--- src/rtl/timer_pkg.sv ---
// Shared definitions for the 3-digit BCD countdown timer sequencer:
// state encodings, digit geometry and a BCD range check.
package timer_pkg;

  localparam int BCD_W    = 4;
  localparam int DIGITS   = 3;
  localparam int PRESET_W = BCD_W * DIGITS;

  // Encodings are visible on STATE_O (LEDs), so they are fixed explicitly.
  typedef enum logic [2:0] {
    ST_IDLE  = 3'd0,
    ST_LOAD  = 3'd1,
    ST_RUN   = 3'd2,
    ST_PAUSE = 3'd3,
    ST_ALARM = 3'd4
  } state_t;

  // True when every nibble of a {hundreds,tens,ones} word is a legal BCD digit.
  function automatic logic bcd_valid(input logic [PRESET_W-1:0] val);
    logic ok;
    ok = 1'b1;
    for (int i = 0; i < DIGITS; i++) begin
      if (val[i*BCD_W +: BCD_W] > 4'd9) ok = 1'b0;
    end
    return ok;
  endfunction

endpackage

--- src/rtl/timer_ctrl_tick_gen.sv ---
// Prescaler for the timer sequencer. Counts 0..CLK_DIV-1 while enabled,
// holds its value while disabled, and clears on request (clear wins).
// o_wrap flags the last count of a period while counting is enabled.
module tick_gen #(
  parameter int CLK_DIV = 50_000_000
) (
  input  logic i_clk,
  input  logic i_rst_n,
  input  logic i_en,
  input  logic i_clr,
  output logic o_wrap
);

  localparam int               CNT_W   = $clog2(CLK_DIV);
  localparam logic [CNT_W-1:0] CNT_MAX = CNT_W'(CLK_DIV - 1);

  logic [CNT_W-1:0] r_cnt;
  logic             w_at_max;

  assign w_at_max = (r_cnt == CNT_MAX);
  // Decoded from the count register only, so no input-to-output path
  // other than the enable qualifier.
  assign o_wrap   = i_en && w_at_max;

  // Prescaler count: clear has priority, then wrap-around or increment.
  always_ff @(posedge i_clk) begin
    // NOTE: sequential state is always assigned with <= so every register
    // samples the pre-edge values of its neighbours; = here would create
    // order-dependent simulation and a mismatch against synthesis.
    if (!i_rst_n) begin
      r_cnt <= '0;
    end else if (i_clr) begin
      r_cnt <= '0;
    end else if (i_en) begin
      r_cnt <= w_at_max ? '0 : r_cnt + 1'b1;
    end
  end

endmodule

--- src/rtl/timer_ctrl.sv ---
// Sequencer for the 3-digit BCD countdown timer. Owns the preset register,
// the run/pause/alarm FSM and the alarm duration counter; the prescaler
// lives in tick_gen. All outputs come straight from registers.
module timer_ctrl
  import timer_pkg::*;
#(
  parameter int                  CLK_DIV    = 50_000_000,
  parameter int                  ALARM_SEC  = 5,
  parameter logic [PRESET_W-1:0] PRESET_DEF = 12'h020
) (
  input  logic                CLK_I,
  input  logic                SW_RESET_I,
  input  logic                START_I,
  input  logic                STOP_I,
  input  logic                PAUSE_I,
  input  logic                SET_I,
  input  logic [PRESET_W-1:0] SET_VAL_I,
  input  logic [BCD_W-1:0]    TIM_1_I,
  input  logic [BCD_W-1:0]    TIM_2_I,
  input  logic [BCD_W-1:0]    TIM_3_I,
  output logic                LOAD_O,
  output logic [PRESET_W-1:0] PRESET_O,
  output logic                PULSE_1SEC_O,
  output logic                TIMEOUT_O,
  output logic                ALARM_O,
  output logic [2:0]          STATE_O
);

  localparam int               ACNT_W     = $clog2(ALARM_SEC + 1);
  localparam logic [ACNT_W-1:0] ALARM_LAST = ACNT_W'(ALARM_SEC - 1);

  state_t              r_state;
  logic [PRESET_W-1:0] r_preset;
  logic [ACNT_W-1:0]   r_alarm_cnt;
  logic                r_load;
  logic                r_pulse;
  logic                r_alarm;

  logic w_digits_zero;
  logic w_presc_en;
  logic w_presc_clr;
  logic w_wrap;

  assign w_digits_zero = ({TIM_3_I, TIM_2_I, TIM_1_I} == '0);

  // The prescaler advances only while seconds are being counted (RUN) or
  // the alarm is being timed (ALARM); in PAUSE it simply holds.
  assign w_presc_en = (r_state == ST_RUN) || (r_state == ST_ALARM);

  // Clear whenever the next period must start from zero: idle/load, abort,
  // entry into ALARM from RUN, and alarm acknowledge.
  assign w_presc_clr = STOP_I
                    || (r_state == ST_IDLE)
                    || (r_state == ST_LOAD)
                    || ((r_state == ST_RUN)   && w_digits_zero)
                    || ((r_state == ST_ALARM) && START_I);

  tick_gen #(
    .CLK_DIV (CLK_DIV)
  ) u_tick_gen (
    .i_clk   (CLK_I),
    .i_rst_n (SW_RESET_I),
    .i_en    (w_presc_en),
    .i_clr   (w_presc_clr),
    .o_wrap  (w_wrap)
  );

  // Preset register: only accepts a fully valid BCD word, and only in IDLE.
  always_ff @(posedge CLK_I) begin
    if (!SW_RESET_I) begin
      r_preset <= PRESET_DEF;
    end else if ((r_state == ST_IDLE) && SET_I && bcd_valid(SET_VAL_I)) begin
      r_preset <= SET_VAL_I;
    end
  end

  // Control FSM with registered strobes; STOP overrides everything,
  // otherwise START beats PAUSE wherever both have a meaning.
  always_ff @(posedge CLK_I) begin
    if (!SW_RESET_I) begin
      r_state     <= ST_IDLE;
      r_alarm_cnt <= '0;
      r_load      <= 1'b0;
      r_pulse     <= 1'b0;
      r_alarm     <= 1'b0;
    end else begin
      // NOTE: the strobes are set on the edge that enters the state they
      // belong to, so they line up with STATE_O without a decoder glitch.
      r_load  <= 1'b0;
      r_pulse <= 1'b0;
      if (STOP_I) begin
        r_state     <= ST_IDLE;
        r_alarm     <= 1'b0;
        r_alarm_cnt <= '0;
      end else begin
        case (r_state)
          ST_IDLE: begin
            if (START_I) begin
              r_state <= ST_LOAD;
              r_load  <= 1'b1;
            end
          end
          ST_LOAD: begin
            r_state <= ST_RUN;
          end
          ST_RUN: begin
            if (w_digits_zero) begin
              r_state     <= ST_ALARM;
              r_alarm     <= 1'b1;
              r_alarm_cnt <= '0;
            end else begin
              // A second completing on the same edge as a pause is still
              // delivered, so no partial time is lost.
              r_pulse <= w_wrap;
              if (PAUSE_I) r_state <= ST_PAUSE;
            end
          end
          ST_PAUSE: begin
            if (START_I || PAUSE_I) r_state <= ST_RUN;
          end
          ST_ALARM: begin
            if (START_I || (w_wrap && (r_alarm_cnt == ALARM_LAST))) begin
              r_state     <= ST_IDLE;
              r_alarm     <= 1'b0;
              r_alarm_cnt <= '0;
            end else if (w_wrap) begin
              r_alarm_cnt <= r_alarm_cnt + 1'b1;
            end
          end
          default: begin
            r_state <= ST_IDLE;
            r_alarm <= 1'b0;
          end
        endcase
      end
    end
  end

  assign LOAD_O       = r_load;
  assign PRESET_O     = r_preset;
  assign PULSE_1SEC_O = r_pulse;
  assign TIMEOUT_O    = r_alarm;
  assign ALARM_O      = r_alarm;
  assign STATE_O      = r_state;

endmodule

--- config.mk ---
export PLATFORM = sky130hd
export DESIGN_NAME = timer_ctrl
export DESIGN_NICKNAME = d
export VERILOG_FILES = /design/src/rtl/timer_pkg.sv /design/src/rtl/timer_ctrl_tick_gen.sv /design/src/rtl/timer_ctrl.sv
export SDC_FILE = /design/constraint.sdc
export NUM_CORES = 1
export LEC_CHECK = 0
export BUFFER_PORTS_ARGS = -buffer_cell sky130_fd_sc_hd__buf_2
export CAP_MARGIN = 10
export CORE_MARGIN = 2
export CORE_UTILIZATION = 23
export DETAILED_ROUTE_END_ITERATION = 8
export GPL_TIMING_DRIVEN = 0
export PLACE_DENSITY = 0.47
export SKIP_LAST_GASP = 1
export SLEW_MARGIN = 10
export SYNTH_ARGS = -nofsm -noshare
export SYNTH_HDL_FRONTEND = slang
export SYNTH_SLANG_ARGS = --single-unit
export TNS_END_PERCENT = 1
--- constraint.sdc ---
create_clock -name CLK_I -period 4.15 [get_ports CLK_I]
set_input_delay 0.415 -clock CLK_I [delete_from_list [all_inputs] [get_ports CLK_I]]
set_output_delay 0.415 -clock CLK_I [all_outputs]
set_load 0.005 [all_outputs]
# [After elaboration in Yosys (flattened, before gate mapping)]
# Cells that the tools add are included.
[word_totals] register_bits=47 input_bits=30 wordCells=71
[classes] addsub=2 n_lt_le_gt_ge=3 n_eq_ne=12 muxes=19 bitwise=4 reduce_logical=24
[op_table] operator="adder 26 x 1 -> 26 bit, second input constant" n=1
[op_table] operator="== test 26 bit, second input constant" n=1
[op_table] operator="two-way mux 26 bit" n=1
[op_table] operator="two-way mux 3 bit" n=8
[op_table] operator="case mux 3 bit (5 select lines)" n=1
[op_table] operator="> comparator 4 bit, second input constant" n=3
[op_table] operator="zero test 12 bit" n=1
[op_table] operator="logical OR 1 bit" n=7
[op_table] operator="two-way mux 1 bit" n=7
[op_table] operator="== test 3 x 2 -> 1 bit, second input constant" n=2
[op_table] operator="== test 3 bit, second input constant" n=2
[op_table] operator="logical AND 1 bit" n=6
[op_table] operator="inequality test 2 bit, second input constant" n=3
[op_table] operator="case mux 3 bit (2 select lines)" n=1
[op_table] operator="AND reduction 3 bit" n=2
[op_table] operator="OR reduction 3 bit" n=2
[op_table] operator="NOT 1 bit" n=4
[op_table] operator="AND reduction 4 bit" n=1
[op_table] operator="OR reduction 2 bit" n=2
[op_table] operator="OR reduction 4 bit" n=1
[op_table] operator="adder 3 x 1 -> 3 bit, second input constant" n=1
[op_table] operator="== test 3 x 1 -> 1 bit, second input constant" n=1
[op_table] operator="zero test 3 bit" n=1
[op_table] operator="inequality test 3 x 2 -> 1 bit, second input constant" n=1
[op_table] operator="4 further kinds" n=4

# [Logic depth before layout (Yosys ltp)]
# Gate-level depths: netlist of the first run.
[logic_depth] ltp_word=7 ltp_mapped=7

# [By module]
# From an unflattened synthesis of the first run, not the netlist that was laid out.
[hier_totals] hier_cells=265 area_unflattened_um2=2239.6
[modules_own_cells] module="tick_gen" n_inst=1 cells_each=144 area_each_um2=1262.5
[modules_own_cells] module="timer_ctrl" n_inst=1 cells_each=121 area_each_um2=977.2

# [Worst setup path after synthesis of the first run]
# OpenSTA, ideal clock, no wires.
[synth_path] path_kind="in2reg" start="input port TIM_3_I[1]" end="register u_tick_gen.r_cnt[16]" setup_time_ps=117 arrival_time_ps=1917 setup_slack_ps=2116 stages=6 path_buffers=1 path_cell_list="or4_1 > o31ai_2 > a21oi_1 > o221ai_2 > buf_2 > nor2_1"
[synth_between] elab_chain_cells=5
[synth_lines] item="start: declaration" line_no="timer_ctrl.sv:20" source="input logic [BCD_W-1:0] TIM_3_I,"
[synth_lines] item="zero test 12 bit" line_no="timer_ctrl.sv:44" source="assign w_digits_zero = ({TIM_3_I, TIM_2_I, TIM_1_I} == '0);"
[synth_lines] item="logical AND 1 bit" line_no="timer_ctrl.sv:55" source="|| ((r_state == ST_RUN) && w_digits_zero)"
[synth_lines] item="logical OR 1 bit" line_no="timer_ctrl.sv:55"
[synth_lines] item="logical OR 1 bit" line_no="timer_ctrl.sv:56" source="|| ((r_state == ST_ALARM) && START_I);"
[synth_lines] item="OR reduction 2 bit (no source line)"
[synth_lines] item="end signal: assignment" line_no="timer_ctrl_tick_gen.sv:35" source="r_cnt <= w_at_max ? '0 : r_cnt + 1'b1;"
[synth_lines] item="end: declaration" line_no="timer_ctrl_tick_gen.sv:17" source="logic [CNT_W-1:0] r_cnt;"
# No other way between the ends.
# A chain may end at the register's enable or synchronous reset.

# [Worst setup path in the final report of the first run]
[layout_path] start="register u_tick_gen.r_cnt[0]" end="register u_tick_gen.r_cnt[21]"
[layout_between] elab_chain_cells=2 elab_cells_between_ends=3
[layout_lines] item="adder 26 x 1 -> 26 bit / == test 26 bit (equally long branches)" line_no="timer_ctrl_tick_gen.sv:35, timer_ctrl_tick_gen.sv:20"
[layout_lines] item="two-way mux 26 bit (*)" line_no="timer_ctrl_tick_gen.sv:35"
# Every way passes the cells marked *; elsewhere a longest branch is shown, timed or not.

==> impl_metrics.json, run 1 <==
{
  "layout.nets": 352,
  "cts_setup_buffers": 0,
  "critPathKind": "flop to flop",
  "avgSynthCellArea_um2": 8.69,
  "cp_max_fo": 10,
  "numCtsBuffers": 5,
  "finClkSkew_ns": 0.00852,
  "track_usage_pct": 9.95,
  "fin_crit_ns": 2.20,
  "synth-main-ff-cell": "dfxtp_1",
  "wl_per_cell_um": 11.6,
  "hold_viol_final": 0,
  "gp_congestion": 0.722,
  "drtIter0Drc": 61,
  "cts_tree": "done",
  "required_ns": 4.34,
  "clock.fmax_mhz": 455,
  "ys_warn_count": 0,
  "cap_violations": 0,
  "post-dp-hpwl_um": 4030,
  "cts.path.max_buffers": 2,
  "overflow": 0,
  "grt_pass1_wl_um": 8890,
  "clock_sinks": 47,
  "drc": 0,
  "grt_antenna_before_repair": 0,
  "die-area_um2": 10800,
  "layout-drive-gt1-share_pct": 22.2,
  "ant_nets": 0,
  "synth_fp_nets": 297,
  "hold_class": "primary input to flop",
  "cts-root-buf": "clkbuf_8",
  "core-area_um2": 9730,
  "ys_seq_area_share_pct": 41.0,
  "synth_area_leaders": "dfxtp_1, xnor2_1, mux2i_1, nor2_1, nand2_1",
  "timing.hold.ws_ns": 0.347,
  "synth_cell_types": 46,
  "maxSlewViolCount": 0,
  "slew_headroom_pct": 54.7,
  "dpl_worst_slack_ns": 1.69,
  "rows": 36,
  "grt_max_degree": 16,
  "worst_slew_pin_slew_ns": 0.669,
  "leakage_uw": 0.00102,
  "path_clk_slew_ns": 0.10,
  "setup-violations-final": 0,
  "worst_slack_ns": 1.95,
  "finalSetupTns_ns": 0,
  "initial_core_util_pct": 23.6,
  "routed_wl_um": 5250,
  "first_pass_iters": 4,
  "crit_path_end_kind": "flop",
  "synth_edf_count": 0,
  "clk_latency_ns": 0.30,
  "ir_worst_vdd_v": 0.000185,
  "synth.top_cell.area_share_pct": 41.0,
  "yosysMostFrequentCell": "dfxtp_1",
  "rsz0062_at_grt": "false",
  "die_w_um": 104,
  "min_period_over_period_pct": 53.0,
  "vias_per_cell": 4.40,
  "async_reset_ff_share_pct": 0,
  "n_antenna_cell": 0,
  "cts_hold_buffers": 0,
  "grt_pass1_vias": 1837,
  "io_pins": 49,
  "arrival_ns": 2.39,
  "synth_seq_cells": 47,
  "outcome": "completed",
  "area_growth_pct": 21.6,
  "syn_inst": 264,
  "ys_top_cells_by_count": "dfxtp_1, nor2_1, nand2_1",
  "cts-htree-levels": 2,
  "crit_path_start_kind": "flop",
  "postCtsResizedCells": 0,
  "synth_area_leader_cell": "dfxtp_1",
  "port_buffers": 48,
  "powerDensity_nw_per_um2": 288,
  "die_h_um": 104,
  "syn_area_um2": 2290,
  "vias": 1991
}
## routing by layer
metal / wire length, um / vias to the layer above / track usage (%)
met2: 2270 / 48 / 15.4
li1: - / 1039 / -
met5: 0 / - / 0
met3: 285 / 4 / 2.57
met1: 2660 / 900 / 13.8
met4: 38 / 0 / 2.61
## worst max-delay path: stages, from the launching register on
cell,delay (ns)
dfxtp_1,0.38
ha_1,0.20
nand2_1,0.09
nor4_1,0.55
a21oi_1,0.16
o221ai_2,0.33
buf_2,0.29
nor2_1,0.08
## final timing paths
| check | start | end | slack [ns] | cells after the start |
|---|---|---|---|---|
| worst max-delay path | u_tick_gen.r_cnt[0] | u_tick_gen.r_cnt[21] | 1.95 | 7 |
| worst min-delay path | SET_VAL_I[5] | PRESET_O[5] | 0.35 | 3 |
| worst max register to register | u_tick_gen.r_cnt[0] | u_tick_gen.r_cnt[21] | 1.95 | 7 |
| worst min register to register | PRESET_O[5] | PRESET_O[5] | 0.48 | 2 |
## layout by cell type (no fill, tap or decap), types with 5 or more instances in the layout
cell      Yosys  layout
nand4_1       6       6
nor4_1        9       9
clkbuf_8      0       5
and3_1        7       7
xor2_1        6       6
buf_2         6      54
nor2_1       32      32
dfxtp_1      47      47
a21oi_1       7       7
nor2b_1      12      12
mux2i_1      12      12
nand2_1      21      21
o21ai_0       8       8
inv_1         9       9
xnor2_1      19      19
nor3_1       13      13
nand3_1       9       9
## through the flow
step	instance area [um^2]	instances	util (%)	power [uW]
after floorplan	2290	264	-	501
after global placement	2700	445	27.8	529
after detailed placement	2700	445	27.8	529
after CTS	2790	453	28.7	814
after global routing	2790	453	28.7	843
final	2790	453	28.7	803
## power breakdown
| part | switching, uW | internal, uW |
|---|---|---|
| registers | 3.39 | 457 |
| clock network | 167 | 118 |
| logic | 28.2 | 29.8 |
| total | 199 | 604 |
## flip-flops by register name (all words and copies together) (netlist names)
name	cells
r_alarm_cnt	3
PULSE_1SEC_O	1
ALARM_O	1
STATE_O	3
PRESET_O	12
u_tick_gen.r_cnt	26
LOAD_O	1
## final cells by class
type                            instances  area, um^2
Buffer                                  9        52.6
Clock buffer                            5        68.8
Clock inverter                          3        20.0
Fill cell                            1100        6940
Inverter                                9        33.8
Multi-Input combinational cell        199        1270
Sequential cell                        47         941
Tap cell                              133         166
Timing Repair Buffer                   48         240
## cells by family (layout without fill, tap and decap cells)
logic type / count (synthesis) / in the layout / share of synthesized area, %
mux: 12 / 12 / 5.24
buf+inv: 18 / 74 / 3.76
fa+ha+maj: 3 / 3 / 1.64
flops: 47 / 47 / 41.0
compound gates: 28 / 28 / 8.40
simple gates: 131 / 131 / 30.4
xor+xnor: 25 / 25 / 9.55
(Power assumes the default switching activity.)
==> run 2, diff against run 1 <==
clock period = 2.2 ns   (was 4.15 ns; I/O delays follow)
==> run 2 against run 1 <==
Compared with the run above: wire length is essentially flat; flip-flop and latch count is the same; clock power grew 88%; die area is the same; maximum frequency grew 3.8%; critical path depth shrank 1; clock-buffer cell count is the same; global-route usage is essentially flat; clock skew is essentially flat; sequential share of layout area shrank 0.21 points; first-iteration DRC count shrank 4.9%; worst hold slack lost 0.19 ns.
==> impl_metrics.json, run 2 (synthesized netlist as in run 1, its figures left out) <==
{
  "instances_no_fill": 453,
  "cts-root-buf": "clkbuf_8",
  "max_stage_delay_ns": 0.56,
  "cts-htree-levels": 2,
  "hold_class": "primary input to flop",
  "ant_nets": 0,
  "clk_latency_ns": 0.30,
  "outcome": "completed",
  "cts.path.max_buffers": 2,
  "layout_commonest_cell": "buf_2",
  "die_h_um": 104,
  "cts_setup_buffers": 0,
  "largest-register": "u_tick_gen.r_cnt",
  "vias": 1972,
  "gp_congestion": 0.722,
  "wl_per_cell_um": 11.6,
  "first_pass_iters": 4,
  "leakage_uw": 0.00103,
  "core-area_um2": 9730,
  "nFillCells": 1099,
  "clock_sinks": 47,
  "setup-violations-final": 0,
  "hold_viol_final": 0,
  "grt_antenna_before_repair": 0,
  "dp_cells": 445,
  "arrival_ns": 2.35,
  "rsz0062_at_grt": "true",
  "cts_tree": "done",
  "io_pins": 49,
  "die-area_um2": 10800,
  "powerDensity_nw_per_um2": 539,
  "critPathSlowestCell": "or4_4",
  "finClkSkew_ns": 0.00861,
  "track_usage_pct": 9.98,
  "crit_path_end_kind": "flop",
  "numCtsBuffers": 5,
  "n_antenna_cell": 0,
  "cp_max_fo": 5,
  "crit_path_start_kind": "flop",
  "layout-drive-gt1-share_pct": 23.1,
  "cap_violations": 0,
  "rows": 36,
  "seqCellArea_um2": 941,
  "port_buffers": 48,
  "grt_pass1_vias": 1854,
  "drtIter0Drc": 58,
  "worst_slew_pin_slew_ns": 0.618,
  "critPathKind": "flop to flop",
  "area_growth_pct": 22.4,
  "crit_path_cell_trace": "ha_1 > nand2_1 > or4_4 > or3_4 > a21o_1 > a221oi_2",
  "largest_reg_flops": 26,
  "clock.fmax_mhz": 472,
  "layout.nets": 352,
  "grt_pass1_wl_um": 8930,
  "initial_core_util_pct": 23.6,
  "required_ns": 2.43,
  "grt_max_degree": 16,
  "vias_per_cell": 4.35,
  "fin_crit_ns": 2.12,
  "finalSetupTns_ns": 0,
  "cts_hold_buffers": 0,
  "drc": 0,
  "mostFrequentLayoutCells": "buf_2, dfxtp_1, nor2_1",
  "overflow": 0,
  "maxSlewViolCount": 0,
  "routed_wl_um": 5250,
  "die_w_um": 104,
  "min_period_over_period_pct": 96.3,
  "multi_input_area_um2": 1280,
  "post-dp-hpwl_um": 4030,
  "ir_worst_vdd_v": 0.000348,
  "path_clk_slew_ns": 0.10,
  "slew_headroom_pct": 58.2
}
-- run 2: changes by cell type in the layout (fill, tap and decap cells not counted) --
cell	delta
nor4_2	+1
nor4_1	-1
nor3_1	-1
nor3_2	+1
nor4b_1	-1
nor4b_2	+1
-- run 2: metal layers --
metal	GRT usage (%)	wire length [um]
met4	2.61	57
met1	13.8	2670
met3	2.57	274
met5	0	0
met2	15.5	2250
-- run 2: layout make-up --
| type | count | area share [%] |
|---|---|---|
| multi-input cells | 199 | 45.7 |
| flip-flops and latches | 47 | 33.5 |
| repair buffers | 48 | 8.56 |
| well taps | 133 | 5.93 |
| clock buffers | 5 | 2.45 |
| plain buffers | 9 | 1.87 |
| inverters | 9 | 1.20 |
| clock inverters | 3 | 0.713 |
-- run 2: stage by stage --
stage	total power (uW)	setup slack, ns	cell area [um^2]	util, %	hold slack, ns
6_report	1510	0.0815	2810	28.8	0.152
5_1_grt	1590	-0.0771	2810	28.8	0.156
4_1_cts	1540	0.000240	2800	28.7	0.142
3_5_place_dp	998	-0.0663	2700	27.8	0.465
3_3_place_gp	997	-0.0457	2700	27.8	0.454
2_1_floorplan	946	0.228	2290	-	0.345
-- run 2: worst max-delay path: cells and delay by family, from the launching register on --
kind,cells,cell delay [ns]
and+or+nand+nor,3,1.09
DFF,1,0.38
AOI/OAI and AO/OA,2,0.39
adders and majority gates,1,0.20
-- run 2: where the power goes --
group / total (uW) / leakage (uW) / switching (uW) / internal (uW)
registers: 868 / 0.000380 / 6.40 / 862
logic: 109 / 0.000607 / 53.2 / 56.2
clock network: 537 / 0.0000402 / 315 / 222
-- run 2: path summary, 6_finish.rpt --
path                            slack [ns]                 from  depth (start not counted)     endpoint
worst max-delay path                  0.08  u_tick_gen.r_cnt[0]                          6   STATE_O[0]
worst min-delay path                  0.15         SET_VAL_I[5]                          3  PRESET_O[5]
worst max register to register        0.08  u_tick_gen.r_cnt[0]                          6   STATE_O[0]
worst min register to register        0.48          PRESET_O[5]                          2  PRESET_O[5]
-- run 2: what timing repair did --
item / in CTS / in global routing
cloned: 0 / 0
gates resized for setup: 1 / 2
endpoints found under the setup margin: 12 / 24
==> run 3, diff against run 2 <==
BUFFER_PORTS_ARGS = -buffer_cell sky130_fd_sc_hd__buf_4   (was -buffer_cell sky130_fd_sc_hd__buf_2)
==> run 3 against run 2 <==
Compared with the run above: clock power is 43% higher; via count rose by 1.3%; clock-buffer cell count did not move; largest power group unchanged; highest routed layer unchanged.
==> impl_metrics.json, run 3 (synthesized netlist as in run 1, its figures left out) <==
{
  "rsz0062_at_grt": "true",
  "min_path_cells": 3,
  "grt_pass1_wl_um": 9160,
  "dpl_cell_area_um2": 2820,
  "vias_per_cell": 4.41,
  "rows": 36,
  "worst_slack_ns": 0.0663,
  "die_h_um": 104,
  "mostFrequentLayoutCells": "buf_4, dfxtp_1, nor2_1",
  "die-area_um2": 10800,
  "r2r-start": "u_tick_gen.r_cnt[0]",
  "fin_crit_ns": 2.13,
  "hold_viol_final": 0,
  "grt_pass1_vias": 1940,
  "area_growth_pct": 29.5,
  "n_antenna_cell": 0,
  "maxSlewViolCount": 0,
  "io_pins": 49,
  "holdCritStartpoint": "SET_VAL_I[5]",
  "cts.path.max_buffers": 2,
  "ant_nets": 0,
  "initial_core_util_pct": 23.6,
  "post-dp-hpwl_um": 4100,
  "crit_path_end_kind": "flop",
  "routed_wl_um": 5500,
  "gp_congestion": 0.761,
  "cts-root-buf": "clkbuf_8",
  "clock_sinks": 47,
  "core-area_um2": 9730,
  "wl_per_cell_um": 12.1,
  "leakage_uw": 0.00108,
  "r2r-end": "STATE_O[0]",
  "numCtsBuffers": 5,
  "cts_hold_buffers": 0,
  "powerDensity_nw_per_um2": 594,
  "multi_input_area_um2": 1280,
  "port_buffers": 48,
  "required_ns": 2.43,
  "outcome": "completed",
  "clock.fmax_mhz": 469,
  "grt_antenna_before_repair": 0,
  "layout-drive-gt1-share_pct": 22.8,
  "track_usage_pct": 10.4,
  "min_to": "PRESET_O[5]",
  "drc": 0,
  "overflow": 0,
  "ir_worst_vdd_v": 0.000247,
  "arrival_ns": 2.37,
  "cts_tree": "done",
  "r2r_slack_ns": 0.07,
  "hold_class": "primary input to flop",
  "drtIter0Drc": 75,
  "cp_max_fo": 5,
  "cap_violations": 0,
  "worst_slew_pin_slew_ns": 0.769,
  "finClkSkew_ns": 0.00836,
  "grt_max_degree": 16,
  "dpl_worst_slack_ns": -0.0807,
  "layout_commonest_cell": "buf_4",
  "seqCellArea_um2": 941,
  "cts-htree-levels": 2,
  "largest-register": "u_tick_gen.r_cnt",
  "nFillCells": 1082,
  "setup-violations-final": 0,
  "finalInstanceArea_um2": 2970,
  "critPathKind": "flop to flop",
  "slew_headroom_pct": 48.0,
  "vias": 1997,
  "ff2ff_path_depth": 6,
  "first_pass_iters": 4,
  "cts_setup_buffers": 0,
  "path_clk_slew_ns": 0.09,
  "crit_path_start_kind": "flop",
  "die_w_um": 104,
  "largest_reg_flops": 26,
  "layout.nets": 352,
  "min_period_over_period_pct": 97.0,
  "clk_latency_ns": 0.31
}
## run 3: changes by cell type in the layout (fill, tap and decap cells not counted), sizes merged
cell      delta
clkinvlp     -1
bufinv       +2
clkinv       -1
## run 3: repair_timing
item,CTS,global route
endpoints found under the setup margin,20,24
gates resized for setup,1,1
pin swaps,0,0
## run 3: how the worst max path moves through the flow
stage / start / endpoint / slack (ns) / depth (start not counted)
after floorplan: u_tick_gen.r_cnt[0] / STATE_O[0] / 0.23 / 6
after global placement: TIM_3_I[1] / u_tick_gen.r_cnt[8] / -0.06 / 7
after detailed placement: TIM_3_I[1] / u_tick_gen.r_cnt[21] / -0.08 / 7
after CTS: u_tick_gen.r_cnt[10] / u_tick_gen.r_cnt[11] / 0.003 / 6
after global routing: u_tick_gen.r_cnt[0] / u_tick_gen.r_cnt[20] / -0.07 / 7
final: u_tick_gen.r_cnt[0] / STATE_O[0] / 0.07 / 6
## run 3: power breakdown
| group | total, uW | internal, uW | switching, uW |
|---|---|---|---|
| registers | 869 | 862 | 7.06 |
| logic | 129 | 75.8 | 53.3 |
| clock network | 767 | 453 | 314 |
## run 3: metrics by stage
stage | instances | power [uW] | hold WS [ns] | util (%) | TNS, ns
6_report | 453 | 1760 | 0.127 | 30.5 | 0
5_1_grt | 453 | 1840 | 0.122 | 30.5 | -1.23
4_1_cts | 453 | 1800 | 0.115 | 30.5 | 0
3_5_place_dp | 445 | 1020 | 0.453 | 29.0 | -1.52
3_3_place_gp | 445 | 1020 | 0.449 | 29.0 | -1.22
2_1_floorplan | 264 | 946 | 0.345 | - | 0
## run 3: cell type report
type,instances,area share (%)
Multi-Input combinational cell,199,43.1
Sequential cell,47,31.7
Timing Repair Buffer,48,12.1
Tap cell,133,5.60
Clock buffer,5,2.32
Clock inverter,3,2.28
Buffer,9,1.77
Inverter,9,1.14
## run 3: critical path: stages (launching register included)
cell      delay (ns)
dfxtp_1         0.39
ha_1            0.21
nand2_1         0.09
or4_4           0.55
or3_4           0.43
a21o_1          0.20
a221oi_2        0.20
## run 3: per-layer routing
| metal | global-route usage [%] | vias up | part of all wire (%) |
|---|---|---|---|
| met5 | 0 | - | 0 |
| met4 | 4.05 | 0 | 1.5 |
| met3 | 2.57 | 7 | 5.1 |
| met2 | 15.6 | 48 | 43 |
| met1 | 14.3 | 905 | 50 |
| li1 | - | 1037 | - |
